$ cat config.mk
export PLATFORM = sky130hd
export DESIGN_NAME = fifo_uart_tx
export DESIGN_NICKNAME = d
export VERILOG_FILES = /design/src/rtl/fifo_uart_tx.sv
export SDC_FILE = /design/constraint.sdc
export NUM_CORES = 1
export LEC_CHECK = 0
export ABC_AREA = 1
export BUFFER_PORTS_ARGS = -buffer_cell sky130_fd_sc_hd__buf_2
export CAP_MARGIN = 20
export CORE_ASPECT_RATIO = 1.25
export CORE_UTILIZATION = 40
export DETAILED_ROUTE_END_ITERATION = 10
export GPL_ROUTABILITY_DRIVEN = 0
export PLACE_DENSITY_LB_ADDON = 0.05
export REMOVE_ABC_BUFFERS = 1
export SYNTH_ARGS = -nofsm -noshare
export SYNTH_HDL_FRONTEND = slang
export SYNTH_SLANG_ARGS = --single-unit
$ cat constraint.sdc
create_clock -name i_clk -period 2.1 [get_ports i_clk]
set_input_delay 0.105 -clock i_clk [delete_from_list [all_inputs] [get_ports i_clk]]
set_output_delay 0.105 -clock i_clk [all_outputs]
set_load 0.01 [all_outputs]
$ cat src/rtl/fifo_uart_tx.sv
// fifo_uart_tx: pops DATA_WIDTH-bit words from a show-ahead FIFO and sends
// them as consecutive 8N1 UART frames, least-significant byte first.
// Optional build macro FIFO_UART_TX_PARITY_EN inserts an even-parity bit
// after the data bits of every byte (8E1 frames).
module fifo_uart_tx #(
  parameter int DATA_WIDTH   = 16,
  parameter int CLKS_PER_BIT = 16
) (
  input  logic                  i_clk,
  input  logic                  i_reset_n,
  input  logic                  i_enable,
  input  logic [DATA_WIDTH-1:0] i_fifo_data,
  input  logic                  i_fifo_empty,
  output logic                  o_fifo_rd_stb,
  output logic                  o_tx,
  output logic                  o_busy,
  output logic [7:0]            o_word_count
);

  localparam int NUM_BYTES = DATA_WIDTH / 8;
  localparam int CNT_W     = $clog2(CLKS_PER_BIT);
  localparam int BYTE_W    = (NUM_BYTES > 1) ? $clog2(NUM_BYTES) : 1;
  localparam logic [CNT_W-1:0]  LAST_CNT  = CNT_W'(CLKS_PER_BIT - 1);
  localparam logic [BYTE_W-1:0] LAST_BYTE = BYTE_W'(NUM_BYTES - 1);

  typedef enum logic [2:0] {
    IDLE   = 3'd0,
    START  = 3'd1,
    DATA   = 3'd2,
`ifdef FIFO_UART_TX_PARITY_EN
    PARITY = 3'd3,
`endif
    STOP   = 3'd4
  } state_t;

  state_t                state_r, state_n;
  logic [DATA_WIDTH-1:0] shreg_r, shreg_n;
  logic [CNT_W-1:0]      clk_cnt_r, clk_cnt_n;
  logic [2:0]            bit_idx_r, bit_idx_n;
  logic [BYTE_W-1:0]     byte_idx_r, byte_idx_n;
  logic [7:0]            count_r, count_n;
  logic                  tx_r, tx_n;
  logic                  busy_r;
  logic                  pop_s;
  logic                  bit_done_s;

`ifdef FIFO_UART_TX_PARITY_EN
  logic                  par_r;

  // Even parity: the parity bit makes the total count of ones even.
  function automatic logic even_parity(input logic [7:0] data);
    return ^data;
  endfunction
`endif

  assign bit_done_s    = (clk_cnt_r == LAST_CNT);
  assign o_fifo_rd_stb = pop_s;
  assign o_tx          = tx_r;
  assign o_busy        = busy_r;
  assign o_word_count  = count_r;

  // Next-state, datapath and line-value decode for the transmit FSM.
  always_comb begin
    state_n    = state_r;
    shreg_n    = shreg_r;
    bit_idx_n  = bit_idx_r;
    byte_idx_n = byte_idx_r;
    count_n    = count_r;
    pop_s      = 1'b0;
    tx_n       = 1'b1;

    // Bit-period counter restarts at every bit boundary, so bytes never drift.
    if (state_r == IDLE) begin
      clk_cnt_n = {CNT_W{1'b0}};
    end else if (bit_done_s) begin
      clk_cnt_n = {CNT_W{1'b0}};
    end else begin
      clk_cnt_n = clk_cnt_r + CNT_W'(1);
    end

    case (state_r)
      IDLE: begin
        // Pop is gated by reset so nothing leaves the FIFO while held in reset.
        if (i_reset_n && i_enable && !i_fifo_empty) begin
          pop_s      = 1'b1;
          shreg_n    = i_fifo_data;
          byte_idx_n = {BYTE_W{1'b0}};
          bit_idx_n  = 3'd0;
          state_n    = START;
        end else begin
          state_n    = IDLE;
        end
      end
      START: begin
        if (bit_done_s) begin
          bit_idx_n = 3'd0;
          state_n   = DATA;
        end else begin
          state_n   = START;
        end
      end
      DATA: begin
        if (bit_done_s) begin
          // Shifting right walks through the byte and leaves the next byte in [7:0].
          shreg_n = {1'b0, shreg_r[DATA_WIDTH-1:1]};
          if (bit_idx_r == 3'd7) begin
            bit_idx_n = 3'd0;
`ifdef FIFO_UART_TX_PARITY_EN
            state_n   = PARITY;
`else
            state_n   = STOP;
`endif
          end else begin
            bit_idx_n = bit_idx_r + 3'd1;
            state_n   = DATA;
          end
        end else begin
          state_n = DATA;
        end
      end
`ifdef FIFO_UART_TX_PARITY_EN
      PARITY: begin
        if (bit_done_s) begin
          state_n = STOP;
        end else begin
          state_n = PARITY;
        end
      end
`endif
      STOP: begin
        if (bit_done_s) begin
          if (byte_idx_r == LAST_BYTE) begin
            count_n = count_r + 8'd1;
            state_n = IDLE;
          end else begin
            byte_idx_n = byte_idx_r + BYTE_W'(1);
            state_n    = START;
          end
        end else begin
          state_n = STOP;
        end
      end
      default: begin
        state_n = IDLE;
      end
    endcase

    // Line value for the coming cycle is derived from where the FSM is going.
    case (state_n)
      IDLE:    tx_n = 1'b1;
      START:   tx_n = 1'b0;
      DATA:    tx_n = shreg_n[0];
`ifdef FIFO_UART_TX_PARITY_EN
      PARITY:  tx_n = par_r;
`endif
      STOP:    tx_n = 1'b1;
      default: tx_n = 1'b1;
    endcase
  end

  // State, datapath and registered outputs; reset abandons any word in flight.
  always_ff @(posedge i_clk or negedge i_reset_n) begin
    if (!i_reset_n) begin
      state_r    <= IDLE;
      shreg_r    <= {DATA_WIDTH{1'b0}};
      clk_cnt_r  <= {CNT_W{1'b0}};
      bit_idx_r  <= 3'd0;
      byte_idx_r <= {BYTE_W{1'b0}};
      count_r    <= 8'd0;
      tx_r       <= 1'b1;
      busy_r     <= 1'b0;
    end else begin
      state_r    <= state_n;
      shreg_r    <= shreg_n;
      clk_cnt_r  <= clk_cnt_n;
      bit_idx_r  <= bit_idx_n;
      byte_idx_r <= byte_idx_n;
      count_r    <= count_n;
      tx_r       <= tx_n;
      busy_r     <= (state_n != IDLE);
    end
  end

`ifdef FIFO_UART_TX_PARITY_EN
  // Capture the parity of the current byte while its start bit is on the line.
  always_ff @(posedge i_clk or negedge i_reset_n) begin
    if (!i_reset_n) begin
      par_r <= 1'b0;
    end else if ((state_r == START) && bit_done_s) begin
      par_r <= even_parity(shreg_r[7:0]);
    end else begin
      par_r <= par_r;
    end
  end
`endif

endmodule

==> results.toml, run 1 <==
[synthesis]
synth_area_mm2 = 0.00184
synth_edf_count = 0
seq_area_frac_synth_pct = 50.4
yosysTopAreaCellShare_pct = 49.0
yosys.area.top_type = "dfrtp_1"
syn-instance-count = 225
synthFlopType = "dfrtp_1"
ys_warn_count = 0
ys_seq_elements = 37
synth_area_leaders = "dfrtp_1 (49%), nand2_1 (19%), nand3_1 (6.5%), nor2_1 (2.9%), ha_1 (2.7%)"
synth_cell_types = 28
yosysMostFrequentCell = "nand2_1"
async_flop_share_pct = 100
yosys-top-cells-count = "nand2_1 (93), dfrtp_1 (36), nand3_1 (24)"
avgSynthCellArea_um2 = 8.17

[timing]
max_freq_ghz = 0.577
hold_viol = 0
tightest_slew_ns = 0.358
fin_crit_sh_pct = 82.5
maxSlewHeadroom_pct = 76.2
fin_ws_ns = 0.368
worst_hold_slack_ns = 0.0154
setup_viol = 0
fin_skew_ns = 0.00362
drv_slew = 0
finalSetupTns_ns = 0
rsz0062_at_grt = "no"
fin_crit_ns = 1.73

[global_route]
grt_pass1_wl_um = 6270
grt-ovfl-total = 0
antenna_found_initial = 0
first_global_vias = 1471
grt_max_degree = 29
track_usage_pct = 16.4

[finish]
drive_gt1_share_pct = 22.1
fin_util_pct = 48.7
nets = 285
syn_to_final_growth_pct = 17.3
nFillCells = 475
antenna_cells = 0

[die]
fp.dieH_um = 77.8
initial_core_util_pct = 41.6
die_w_um = 62.7
ios = 31
core-area_mm2 = 0.00443
rows = 27
dieArea_mm2 = 0.00488

[min_path]
min_to = "shreg_r[15]$_DFFE_PN0P_"
hold_path_class = "in -> reg"
whs_path_depth = 3
hold_start = "i_fifo_data[15]"

[clock_tree]
clk_pin_slew_ns = 0.07
htreeDepth = 2
insertion_delay_ns = 0.29
cts_tree = "built"
cts_buffer_depth = 2
clock-root-buffer = "clkbuf_8"
cts_made_buffers = 5
cts_sinks = 37

[worst_setup_path]
crit_top_cell = "buf_2"
max_stage_delay_ns = 0.52
critPathKind = "in -> out"
end_kind = "output pin"
crit_chain = "dlygate4sd3_1, buf_2, nand2_1, nor2_1, nand2_2, inv_4, buf_2"
reg2reg_to = "bit_idx_r[0]$_DFFE_PN0P_"
regToRegSetupSlack_ns = 0.57
crit_fanout = 17
r2r_start = "clk_cnt_r[0]$_DFF_PN0_"
ff2ff_path_depth = 7
critical_path_required_ns = 2.00
start_kind = "input pin"
worstPathArrival_ns = 1.63
crit_slowest_cell = "dlygate4sd3_1"

[route]
drtAntennaViolNets = 0
firstDrtPassIters = 4
vias_per_cell = 4.63
drt_wl_total_um = 3420
wl_per_cell_um = 10.7
drt-initial-drc-count = 61
via_count = 1480
drc = 0

[run_status]
status = "finished, final reports clean"

[place]
hpwlAfterDp_um = 2500
io_buffers = 30
dp_slack_ns = 0.586

[run]
drv_cap = 0

[power_and_ir_drop]
leakagePower_nw = 1.09
power_mw = 1.29
vdd_drop_max_v = 0.000390
p_per_area_mw_per_mm2 = 600
timing repair:
item | 4_1_cts | 5_1_grt
gates resized for setup | 0 | 0
buffers inserted | 0 | 0
hold endpoints to repair | 9 | 0
hold buffers | 1 | 0
metrics by stage:
step / area, um2 / std cells
floorplan: 1820 / 222
global placement: 2050 / 311
detailed placement: 2050 / 311
CTS: 2160 / 320
global route: 2160 / 320
finish: 2160 / 320
worst max-delay path, delay by kind of cell:
| kind | cells | cell delay (ns) |
|---|---|---|
| simple gates | 3 | 0.40 |
| buf+inv | 4 | 1.12 |
flip-flops by register name, summed over array words and instances (netlist names):
| register | cells |
|---|---|
| state_r | 3 |
| byte_idx_r | 1 |
| bit_idx_r | 3 |
| shreg_r | 16 |
| o_busy | 1 |
| o_tx | 1 |
| o_word_count | 8 |
| clk_cnt_r | 4 |
cells by family after synthesis:
family	share of synthesized area, %
flops	50.4
fa+ha+maj	2.72
xor+xnor	2.86
compound gates	1.91
buf+inv	5.51
simple gates	36.6
where the power goes:
group | internal (mW) | switching, mW
Sequential | 0.712 | 0
Clock | 0.297 | 0.247
Combinational | 0.0158 | 0.0213
per-layer routing:
| metal | vias up | global-route usage [%] | wire length (um) |
|---|---|---|---|
| li1 | 787 | - | - |
| met1 | 659 | 20.4 | 1640 |
| met2 | 30 | 27.1 | 1620 |
| met3 | 4 | 4.41 | 118 |
| met4 | 0 | 6.28 | 40 |
| met5 | - | 0 | 0 |
how the worst max path moves through the flow:
| stage | start | end | slack, ns | depth (start not counted) |
|---|---|---|---|---|
| floorplan | clk_cnt_r[0]$_DFF_PN0_ | o_word_count[5]$_DFFE_PN0P_ | 0.78 | 6 |
| global placement | clk_cnt_r[0]$_DFF_PN0_ | bit_idx_r[0]$_DFFE_PN0P_ | 0.60 | 7 |
| detailed placement | clk_cnt_r[0]$_DFF_PN0_ | shreg_r[13]$_DFFE_PN0P_ | 0.59 | 6 |
| CTS | i_reset_n | o_fifo_rd_stb | 0.33 | 7 |
| global route | i_reset_n | o_fifo_rd_stb | 0.19 | 7 |
| finish | i_reset_n | o_fifo_rd_stb | 0.37 | 7 |
layout make-up:
cell class	instances	area (um2)	area share, %
Sequential cell	37	927	43.0
Multi-Input combinational cell	165	811	37.6
Clock buffer	7	96.3	4.47
Clock inverter	1	5.00	0.232
Timing Repair Buffer	32	168	7.77
Tap cell	58	72.6	3.36
Inverter	20	77.6	3.60
cell usage in the layout, fill, tap and decap left out, types with 2 or more instances in the layout:
| cell type | n |
|---|---|
| ha_1 | 4 |
| clkbuf_8 | 7 |
| inv_2 | 7 |
| nand3b_1 | 2 |
| nand2_2 | 3 |
| nand2_1 | 93 |
| buf_2 | 30 |
| nor2_1 | 14 |
| o21ai_1 | 4 |
| nand3_1 | 24 |
| inv_1 | 12 |
| xor2_1 | 2 |
| xnor2_1 | 4 |
| dfrtp_1 | 36 |
| nand4_1 | 5 |
Power figures use the tool's default switching activity.
==> inputs of run 2 (changes only) <==
Clock period 2.1 ns to 1.7 ns, I/O delays scaled along.
==> results.toml, run 2 (synthesized netlist as in run 1, its figures left out) <==
[run_status]
status = "finished, final reports clean"

[finish]
final_cells = 324
finish.instance_area_mm2 = 0.00221
nets = 289
final_cell_mix = "nand2_1 (93), dfrtp_1 (36), buf_2 (30)"
fin_util_pct = 49.9
nFillCells = 443
drive_gt1_share_pct = 22.6
final_common_cell = "nand2_1"
syn_to_final_growth_pct = 20.0
regMostFlops = "shreg_r"
antenna_cells = 0
largest_reg_flops = 16

[clock_tree]
insertion_delay_ns = 0.29
cts_made_buffers = 5
cts_sinks = 37
htreeDepth = 2
clock-root-buffer = "clkbuf_8"
cts_tree = "built"
clk_pin_slew_ns = 0.07
cts_buffer_depth = 2

[global_route]
first_global_vias = 1439
track_usage_pct = 15.7
grt_max_degree = 29
grt_pass1_wl_um = 5990
grt-ovfl-total = 0
antenna_found_initial = 0

[route]
via_count = 1520
top_layer = "met4"
wl_met2_um = 1660
wl_met3_um = 102
drtAntennaViolNets = 0
firstDrtPassIters = 4
wl_met1_um = 1590
drt-initial-drc-count = 55
drc = 0
drt_wl_total_um = 3400
vias_per_cell = 4.69
wl_per_cell_um = 10.5

[die]
rows = 27
ios = 31
fp.dieH_um = 77.8
initial_core_util_pct = 41.6
dieArea_mm2 = 0.00488
die_w_um = 62.7
core-area_mm2 = 0.00443

[timing]
hold_viol = 0
tightest_slew_ns = 0.354
max_freq_ghz = 0.641
maxSlewHeadroom_pct = 76.4
setup_viol = 0
fin_skew_ns = 0.00562
fin_crit_ns = 1.56
fin_ws_ns = 0.141
fin_crit_sh_pct = 91.7
drv_slew = 0
finalSetupTns_ns = 0
rsz0062_at_grt = "no"

[worst_setup_path]
critPathKind = "reg -> out"
crit_buf_inv = 3
start_kind = "register"
crit_top_cell = "nand2_2"
end_kind = "output pin"
crit_fanout = 17
crit_chain = "nor2_2, nand2_2, inv_2, nand2_2, inv_6, buf_2"
critical_path.top_delay_family = "flip-flops"
crit_slowest_cell = "dfrtp_1"
worstPathArrival_ns = 1.47
critical_path_required_ns = 1.62
max_stage_delay_ns = 0.42

[power_and_ir_drop]
power.internal_mw = 1.38
power_switching_share_pct = 19.3
vdd_drop_max_v = 0.000459
clkPwrFrac_pct = 45.7
combPwrFrac_pct = 2.9
seq_power_share_pct = 51.5
leakagePower_nw = 1.11
p_per_area_mw_per_mm2 = 775
p_switching_mw = 0.329

[place]
hpwlAfterDp_um = 2530
io_buffers = 30
dp_slack_ns = 0.236
placed_area_mm2 = 0.00207
dpl.cell_count = 314

[min_path]
hold_path_class = "in -> reg"

[run]
drv_cap = 0
-- run 2: changes by cell type in the layout (fill, tap and decap cells not counted), sizes merged --
cell,change
buf,+3
bufinv,+1
clkinv,-1
dlygate4sd3,+1
-- run 2: power by group through the flow --
stage / clock [mW] / combinational, mW / sequential [mW]
finish: 0.781 / 0.0492 / 0.880
global route: 0.844 / 0.0573 / 0.879
CTS: 0.811 / 0.0513 / 0.879
detailed placement: 0 / 0.0479 / 0.897
global placement: 0 / 0.0479 / 0.897
floorplan: 0 / 0.00339 / 0.897
-- run 2: timing repair --
action	4_1_cts	5_1_grt
setup endpoints to repair	0	1
buffers inserted	0	0
hold buffers	2	0
resized for setup	0	1
endpoints found under the hold margin	10	0
-- run 2: worst min-delay path: cells and delay by family --
family        cells  cell delay (ns)
simple gates      2             0.11
buf+inv           1             0.07
-- run 2: per-stage QoR --
step | power [mW] | hold WS (ns)
CTS | 1.74 | 0.00368
detailed placement | 0.945 | 0.0335
floorplan | 0.900 | -0.211
finish | 1.71 | 0.0148
global route | 1.78 | 0.0102
global placement | 0.945 | 0.0339
-- run 2: cell type report --
type | count | area [um2] | share of cell area, %
flip-flops and latches | 37 | 927 | 42.0
multi-input cells | 165 | 811 | 36.7
repair buffers | 36 | 200 | 9.07
clock buffers | 7 | 86.3 | 3.91
inverters | 20 | 80.1 | 3.63
well taps | 58 | 72.6 | 3.29
clock inverters | 1 | 30.0 | 1.36
-- run 2: path summary, 6_finish.rpt --
path,cells past startpoint,endpoint,startpoint,slack [ns]
max,6,o_fifo_rd_stb,state_r[0]$_DFF_PN0_,0.14
min,3,shreg_r[3]$_DFFE_PN0P_,i_fifo_data[3],0.01
max reg2reg,7,bit_idx_r[0]$_DFFE_PN0P_,clk_cnt_r[0]$_DFF_PN0_,0.24
min reg2reg,1,clk_cnt_r[0]$_DFF_PN0_,clk_cnt_r[0]$_DFF_PN0_,0.46
max in group asynchronous,4,shreg_r[13]$_DFFE_PN0P_,i_reset_n,0.87
min in group asynchronous,3,clk_cnt_r[1]$_DFF_PN0_,i_reset_n,0.26
-- run 2: routing by layer --
metal	vias to the layer above	track usage [%]
met5	-	0
met4	0	6.98
met3	4	3.53
met2	25	27.7
met1	700	18.0
li1	791	-
==> inputs of run 3 (changes only) <==
Settings changed: HOLD_SLACK_MARGIN set to 0.15, REMOVE_ABC_BUFFERS 1 to not set.
==> results.toml, run 3 (synthesized netlist as in run 1, its figures left out) <==
[power_and_ir_drop]
vdd_drop_max_v = 0.000493
leakagePower_nw = 1.17
power_mw = 1.76
p_per_area_mw_per_mm2 = 751

[global_route]
grt_max_degree = 29
grt-ovfl-total = 0
first_global_vias = 1493
antenna_found_initial = 0
grt_pass1_wl_um = 6580
track_usage_pct = 17.5

[worst_setup_path]
r2r_start = "state_r[1]$_DFF_PN0_"
startpoint = "state_r[0]$_DFF_PN0_"
crit_buf_inv = 3
cp_num_cells = 6
crit_fanout = 17
critPathKind = "reg -> out"
worstPathArrival_ns = 1.48
end_kind = "output pin"
crit_chain = "nor2_2, nand2_2, inv_2, nand2_2, clkinv_4, buf_2"
max_stage_delay_ns = 0.43
crit_slowest_cell = "dfrtp_1"
crit_top_cell = "nand2_2"
ff2ff_path_depth = 8
critical_path.top_delay_family = "flip-flops"
critical_path_required_ns = 1.62
start_kind = "register"

[finish]
final_common_cell = "nand2_1"
regMostFlops = "shreg_r"
largest_reg_flops = 16
nFillCells = 441
antenna_cells = 0
finish.instance_area_mm2 = 0.00234
syn_to_final_growth_pct = 27.4
final_cells = 337
nets = 302
drive_gt1_share_pct = 21.5
final_cell_mix = "nand2_1 (93), dfrtp_1 (36), buf_2 (30)"
fin_util_pct = 53.0

[place]
dpl.cell_count = 313
io_buffers = 30
dp_slack_ns = 0.228
hpwlAfterDp_um = 2580
placed_area_mm2 = 0.00206

[clock_tree]
cts_buffer_depth = 2
insertion_delay_ns = 0.29
cts_sinks = 37
clock-root-buffer = "clkbuf_8"
clk_pin_slew_ns = 0.08
cts_made_buffers = 5
cts_tree = "built"
postCtsSetupRepairBufs = 0
htreeDepth = 2

[route]
drtAntennaViolNets = 0
wl_per_cell_um = 11.0
drt_wl_total_um = 3700
via_count = 1556
drt-initial-drc-count = 71
firstDrtPassIters = 4
vias_per_cell = 4.62
drc = 0

[die]
fp.dieH_um = 77.8
die_w_um = 62.7
rows = 27
initial_core_util_pct = 41.6
dieArea_mm2 = 0.00488
core-area_mm2 = 0.00443
ios = 31

[min_path]
whs_path_depth = 5
hold_start = "i_fifo_data[0]"
hold_path_class = "in -> reg"

[run]
drv_cap = 0

[timing]
drv_slew = 0
fin_crit_ns = 1.57
fin_ws_ns = 0.135
hold_viol = 0
maxSlewHeadroom_pct = 76.2
max_freq_ghz = 0.639
setup_viol = 0
rsz0062_at_grt = "no"
tightest_slew_ns = 0.356
fin_skew_ns = 0.00942
fin_crit_sh_pct = 92.1
worst_hold_slack_ns = 0.198
finalSetupTns_ns = 0

[synthesis]
syn-num-nets = 249

[run_status]
status = "finished, final reports clean"
-- run 3: power by group --
group	internal (mW)	switching (mW)	leakage, nW
Sequential	0.880	0	0.421
Combinational	0.0434	0.0311	0.689
Clock	0.477	0.330	0.0574
Total	1.40	0.361	1.17
-- run 3: worst paths after layout --
path	to	slack, ns
worst max-delay path	o_fifo_rd_stb	0.13
min in group asynchronous	shreg_r[0]$_DFF_PN0_	0.24
worst min-delay path	shreg_r[0]$_DFF_PN0_	0.20
worst min register to register	clk_cnt_r[0]$_DFF_PN0_	0.46
max in group asynchronous	shreg_r[5]$_DFFE_PN0P_	0.87
worst max register to register	shreg_r[9]$_DFFE_PN0P_	0.19
-- run 3: what timing repair did --
item	CTS	global route
endpoints found under the setup margin	0	1
hold endpoints to repair	52	0
gates resized for setup	0	2
hold buffers	16	0
-- run 3: final cells by class --
| class | instances | area (um2) | area share (%) |
|---|---|---|---|
| multi-input combinational | 165 | 811 | 34.6 |
| sequential | 37 | 927 | 39.6 |
| tap | 58 | 72.6 | 3.10 |
| inverter | 20 | 80.1 | 3.42 |
| clock buffer | 6 | 82.6 | 3.52 |
| clock inverter | 2 | 37.5 | 1.60 |
| timing repair buffer | 49 | 333 | 14.2 |
-- run 3: layer usage --
| layer | part of all wire (%) | GRT usage (%) |
|---|---|---|
| met5 | 0 | 0 |
| met4 | 1.8 | 6.98 |
| met3 | 3.7 | 4.85 |
| met2 | 47 | 28.9 |
| met1 | 48 | 21.5 |
-- run 3: tightest hold or removal path, delay by kind of cell --
kind / cells / cell delay, ns
simple gates: 4 / 0.29
buf+inv: 1 / 0.07
